--- config.mk ---
export PLATFORM = sky130hd
export DESIGN_NAME = instruction_fetch_stage
export DESIGN_NICKNAME = d
export VERILOG_FILES = /design/src/rtl/instruction_fetch_stage.sv
export SDC_FILE = /design/constraint.sdc
export NUM_CORES = 2
export LEC_CHECK = 0
export CORE_MARGIN = 2
export CORE_UTILIZATION = 45
export CTS_BUF_LIST = sky130_fd_sc_hd__clkbuf_16
export DETAILED_ROUTE_END_ITERATION = 12
export PLACE_DENSITY = 0.59
export SETUP_SLACK_MARGIN = 0.5
export SYNTH_ARGS = -nofsm -noshare
export SYNTH_HDL_FRONTEND = slang
export SYNTH_SLANG_ARGS = --single-unit
--- constraint.sdc ---
create_clock -name iClk -period 12.15 [get_ports iClk]
set_input_delay 3.0375 -clock iClk [delete_from_list [all_inputs] [get_ports iClk]]
set_output_delay 3.0375 -clock iClk [all_outputs]
set_load 0.02 [all_outputs]
--- src/rtl/instruction_fetch_stage.sv ---
`default_nettype none
// ============================================================================
// Module   : instruction_fetch_stage
// Brief    : PC/fetch front stage with direct-mapped 2-bit BHT + BTB predictor.
// Revision : 1.0 - initial release
// ============================================================================
module instruction_fetch_stage #(
   parameter logic [31:0] RESET_PC = 32'h0000_0000,
   parameter int unsigned BHT_BITS = 6,
   parameter logic [31:0] NOP      = 32'h0000_0000
) (
   input  logic        iClk,
   input  logic        iRst,
   output logic [31:0] oImemAddr,
   output logic        oImemReq,
   input  logic [31:0] iImemData,
   input  logic        iImemReady,
   input  logic        iStall,
   input  logic        iHalt,
   input  logic        iRedirect,
   input  logic [31:0] iRedirectPC,
   input  logic        iUpdateEn,
   input  logic [31:0] iUpdatePC,
   input  logic        iUpdateTaken,
   input  logic [31:0] iUpdateTarget,
   output logic [31:0] oInstruction,
   output logic [31:0] oNextPC,
   output logic        oBranchPredict,
   output logic        oValid
);
   localparam int unsigned ENTRIES = 1 << BHT_BITS;
   localparam int unsigned TAG_W   = 32 - BHT_BITS;

   typedef enum logic [0:0] {
      FETCH  = 1'b0,
      HALTED = 1'b1
   } state_t;

   state_t      state_q, state_d;
   logic [31:0] pc_q, pc_d;
   logic [31:0] instr_q, instr_d;
   logic [31:0] next_pc_q, next_pc_d;
   logic        pred_q, pred_d;
   logic        valid_q, valid_d;

   logic [1:0]       cnt_q        [ENTRIES];
   logic             btb_valid_q  [ENTRIES];
   logic [TAG_W-1:0] btb_tag_q    [ENTRIES];
   logic [31:0]      btb_target_q [ENTRIES];

   logic [BHT_BITS-1:0] lookup_idx;
   logic [BHT_BITS-1:0] update_idx;
   logic                predict_taken;
   logic [31:0]         predicted_pc;
   logic [1:0]          cnt_upd;
   logic                req;
   logic                accept;

   assign lookup_idx    = pc_q[BHT_BITS-1:0];
   assign update_idx    = iUpdatePC[BHT_BITS-1:0];
   assign predict_taken = cnt_q[lookup_idx][1] && btb_valid_q[lookup_idx] &&
                          (btb_tag_q[lookup_idx] == pc_q[31:BHT_BITS]);
   assign predicted_pc  = predict_taken ? btb_target_q[lookup_idx] : pc_q + 32'd1;

   // A halting cycle already issues no request so the output takes a bubble.
   assign req    = (state_q == FETCH) && !iStall && !iHalt;
   assign accept = req && iImemReady && !iRedirect;

   assign oImemAddr      = pc_q;
   assign oImemReq       = req;
   assign oInstruction   = instr_q;
   assign oNextPC        = next_pc_q;
   assign oBranchPredict = pred_q;
   assign oValid         = valid_q;

   always_comb begin
      cnt_upd = cnt_q[update_idx];
      if (iUpdateTaken) begin
         if (cnt_q[update_idx] != 2'b11) cnt_upd = cnt_q[update_idx] + 2'd1;
      end else begin
         if (cnt_q[update_idx] != 2'b00) cnt_upd = cnt_q[update_idx] - 2'd1;
      end
   end

   always_comb begin
      state_d   = state_q;
      pc_d      = pc_q;
      instr_d   = instr_q;
      next_pc_d = next_pc_q;
      pred_d    = pred_q;
      valid_d   = valid_q;
      if (iRedirect) begin
         state_d   = FETCH;
         pc_d      = iRedirectPC;
         instr_d   = NOP;
         next_pc_d = 32'd0;
         pred_d    = 1'b0;
         valid_d   = 1'b0;
      end else if (accept) begin
         pc_d      = predicted_pc;
         instr_d   = iImemData;
         next_pc_d = pc_q + 32'd1;
         pred_d    = predict_taken;
         valid_d   = 1'b1;
      end else begin
         if (!iStall) begin
            instr_d = NOP;
            pred_d  = 1'b0;
            valid_d = 1'b0;
         end
         if (iHalt) state_d = HALTED;
      end
   end

   always_ff @(posedge iClk or posedge iRst) begin
      if (iRst) begin
         state_q   <= FETCH;
         pc_q      <= RESET_PC;
         instr_q   <= NOP;
         next_pc_q <= 32'd0;
         pred_q    <= 1'b0;
         valid_q   <= 1'b0;
      end else begin
         state_q   <= state_d;
         pc_q      <= pc_d;
         instr_q   <= instr_d;
         next_pc_q <= next_pc_d;
         pred_q    <= pred_d;
         valid_q   <= valid_d;
      end
   end

   always_ff @(posedge iClk or posedge iRst) begin
      if (iRst) begin
         for (int i = 0; i < ENTRIES; i++) begin
            cnt_q[i]       <= 2'b01;
            btb_valid_q[i] <= 1'b0;
         end
      end else if (iUpdateEn) begin
         cnt_q[update_idx] <= cnt_upd;
         if (iUpdateTaken) btb_valid_q[update_idx] <= 1'b1;
      end
   end

   // Tag/target are qualified by btb_valid_q, so they need no reset.
   always_ff @(posedge iClk) begin
      if (iUpdateEn && iUpdateTaken) begin
         btb_tag_q[update_idx]    <= iUpdatePC[31:BHT_BITS];
         btb_target_q[update_idx] <= iUpdateTarget;
      end
   end
endmodule
`default_nettype wire

==> impl_metrics.env <==
export IMPL_status="completed"
export IMPL_powerDensity_nw_per_um2=172
export IMPL_gr_max_usage_layer="met2"
export IMPL_worst_pin_slew_ns=1.32
export IMPL_synth_top_area_share_pct=72.1
export IMPL_critical_path_class="input pin to output port"
export IMPL_port_buffers=234
export IMPL_synth_simple_area_share_pct=2.31
export IMPL_grt_max_degree=138
export IMPL_synth_distinct_cells=73
export IMPL_gp_routability_congestion=0.886
export IMPL_die_x_um=590
export IMPL_synth_avg_cell_area_um2=21.8
export IMPL_synth_area_um2=155000
export IMPL_dp_cells=11713
export IMPL_cts_sinks=4003
export IMPL_ys_seq_elements=4003
export IMPL_finalCritPeriodShare_pct=62.1
export IMPL_fin_nets=7703
export IMPL_fin_setup_tns_ns=0
export IMPL_globalRouteMet1Util_pct=36.7
export IMPL_arrival_ns=4.50
export IMPL_cts_max_level=5
export IMPL_num_rows=215
export IMPL_path_cells="clkdlybuf4s50_1 -> nor3_1 -> clkdlybuf4s50_1"
export IMPL_clk_latency_ns=0.97
export IMPL_synth_fa_ha_area_share_pct=0.0146
export IMPL_grt_overflow=0
export IMPL_rsz0062_at_grt="false"
export IMPL_firstDrtPassIters=6
export IMPL_synth_async_reset_ratio_pct=7.27
export IMPL_dp_hpwl_um=267000
export IMPL_wl_um=464000
export IMPL_fin_crit_ns=7.54
export IMPL_fin_total_pwr_mw=30.3
export IMPL_cap_violations=0
export IMPL_final_max_slew_viol_count=0
export IMPL_pin_count=235
export IMPL_setup_violations=0
export IMPL_leakagePower_nw=56.5
export IMPL_syn_nets=7213
export IMPL_drtAntennaViolNets=0
export IMPL_path_delay_family="buffers and inverters"
export IMPL_cts_tree="built"
export IMPL_yosysTopAreaCell="edfxtp_1"
export IMPL_final_cells=12459
export IMPL_core_area_um2=342000
export IMPL_grtUsageMet2_pct=42.4
export IMPL_cp_slowest_stage_delay_ns=0.69
export IMPL_syn_to_final_growth_pct=13.9
export IMPL_hp_class="flop to flop"
export IMPL_slew_headroom_pct=11.0
export IMPL_die_y_um=590
export IMPL_cts_root_buf="clkbuf_16"
export IMPL_cpMaxStageDelayCell="clkdlybuf4s50_1"
export IMPL_cts_setup_buffers=0
export IMPL_ys_seq_area_share_pct=76.9
export IMPL_critPathRequiredTime_ns=9.11
export IMPL_track_usage_pct=26.5
export IMPL_max_clock_path_buffers=4
export IMPL_synthCells=7076
export IMPL_fmax_mhz=133
export IMPL_synth_top_cells_by_count="edfxtp_1 (3712), mux4_2 (1033), nand2_1 (303)"
export IMPL_dominantRegCellSynth="edfxtp_1"
export IMPL_synth_edf_count=3712
export IMPL_cp_max_fo=3
export IMPL_drc=0
export IMPL_initial_core_util_pct=45.1
export IMPL_crit_top_cell="clkdlybuf4s50_1"
export IMPL_skew_ns=0.0780
export IMPL_grt_pass1_vias=78763
export IMPL_synth_compound_area_share_pct=2.56
export IMPL_vias=78806
export IMPL_drive_gt1_share_pct=28.0
export IMPL_worst_setup_path_start_kind="input pin"
export IMPL_vias_per_cell=6.33
export IMPL_ir_worst_vdd_mv=0.117
export IMPL_post_drt_wl_per_cell_um=37.2
export IMPL_die_area_um2=348000
export IMPL_tritoncts_num_buffers=408
export IMPL_synth_area_leaders="edfxtp_1 (72%), mux4_2 (15%), dfrtp_1 (3.7%)"
export IMPL_cts_resized=0
export IMPL_synth_mux_area_share_pct=16.7
export IMPL_cp_end_kind="output port"
export IMPL_synth_xor_area_share_pct=0.283
export IMPL_drt_initial_drc_count=11485
export IMPL_grt_pass1_wl_um=642000
export IMPL_crit_buf_inv=2
export IMPL_yosysMostFrequentCell="edfxtp_1"
export IMPL_antenna_found_initial=29
export IMPL_ys_warn_count=0
export IMPL_grt_util_met3_pct=4.34
export IMPL_clk_pin_slew_ns=0.06
export IMPL_synth_top_family_by_area="multiplexers"
export IMPL_hold_buffers=0
export IMPL_report_final_hold_viol_count=0
[cell families (layout without fill, tap and decap cells)]
kind of cell / Yosys count / count (layout)
compound gates: 559 / 559
xor+xnor: 50 / 50
fa+ha+maj: 2 / 2
buf+inv: 414 / 1233
flops: 4003 / 4003
mux: 1285 / 1285
other cells: 0 / 7
simple gates: 763 / 763
[through the flow]
step,hold WS (ns),util [%],area [um2],worst slack (ns)
floorplan,0.432,-,155000,1.18
global placement,0.452,47.7,163000,4.38
CTS,0.462,51.4,176000,4.63
finish,0.467,51.4,176000,4.61
global route,0.469,51.4,176000,4.53
detailed placement,0.448,47.7,163000,4.35
[report_power, final]
part           internal (mW)  switching, mW  total [mW]  leakage [nW]
clock                   6.83           5.29        12.1          6.62
combinational           1.06           1.70        2.76          12.9
sequential              15.2          0.174        15.4          37.1
total                   23.1           7.16        30.3          56.5
[path summary, 6_finish.rpt]
check,slack (ns),cells after the start,to,from
max in group asynchronous,7.35,4,oImemAddr[1],iRst
max,4.61,3,oImemReq,iStall
min in group asynchronous,2.70,2,cnt_q[109],iRst
max reg2reg,5.14,13,oImemAddr[20],oImemAddr[3]
min reg2reg,0.47,1,btb_valid_q[30],btb_valid_q[30]
min,0.47,1,btb_valid_q[30],btb_valid_q[30]
[area by class of cell]
| class | instances | area [um2] |
|---|---|---|
| inverter | 11 | 61.3 |
| timing repair buffer | 483 | 4130 |
| multi-input combinational | 2659 | 34500 |
| fill | 26704 | 166000 |
| sequential | 4003 | 119000 |
| antenna | 7 | 17.5 |
| clock inverter | 330 | 2580 |
| tap | 4557 | 5700 |
| clock buffer | 409 | 10200 |
[per-layer routing]
layer  vias to the layer above  share of wire [%]
met1                     43344                 39
met3                       730                8.6
li1                      30750                  -
met5                         -              0.015
met4                        12                4.5
met2                      3970                 48
[layout by cell type (no fill, tap or decap), types with 21 or more instances in the layout]
cell	netlist	routed
edfxtp_1	3712	3712
mux4_2	1033	1033
clkbuf_16	0	409
nand2_1	303	302
buf_4	26	234
dfrtp_1	227	221
clkdlybuf4s50_1	0	180
mux2i_1	169	169
a22oi_1	155	155
nor2_1	176	105
clkinv_1	2	102
inv_1	9	96
o21ai_0	84	84
mux2_2	83	83
a21oi_1	82	82
nand3_1	69	69
or2_2	67	67
nor2_4	0	65
clkinv_2	0	64
dfstp_2	64	64
buf_2	122	54
a22o_1	45	45
o221ai_1	38	38
xnor2_1	37	37
bufinv_16	0	34
a221oi_1	32	32
nand4_1	25	25
a31oi_1	23	23
and3_1	23	23
nor3_1	23	22
o211ai_1	21	21
[flip-flops by register name (all words and copies together) (netlist names)]
signal / flops
btb_target_q: 2048
state_q: 1
btb_valid_q: 64
oBranchPredict: 1
oValid: 1
oInstruction: 32
btb_tag_q: 1664
oNextPC: 32
cnt_q: 128
oImemAddr: 32
Note: power is estimated with default switching activity, not from simulation.
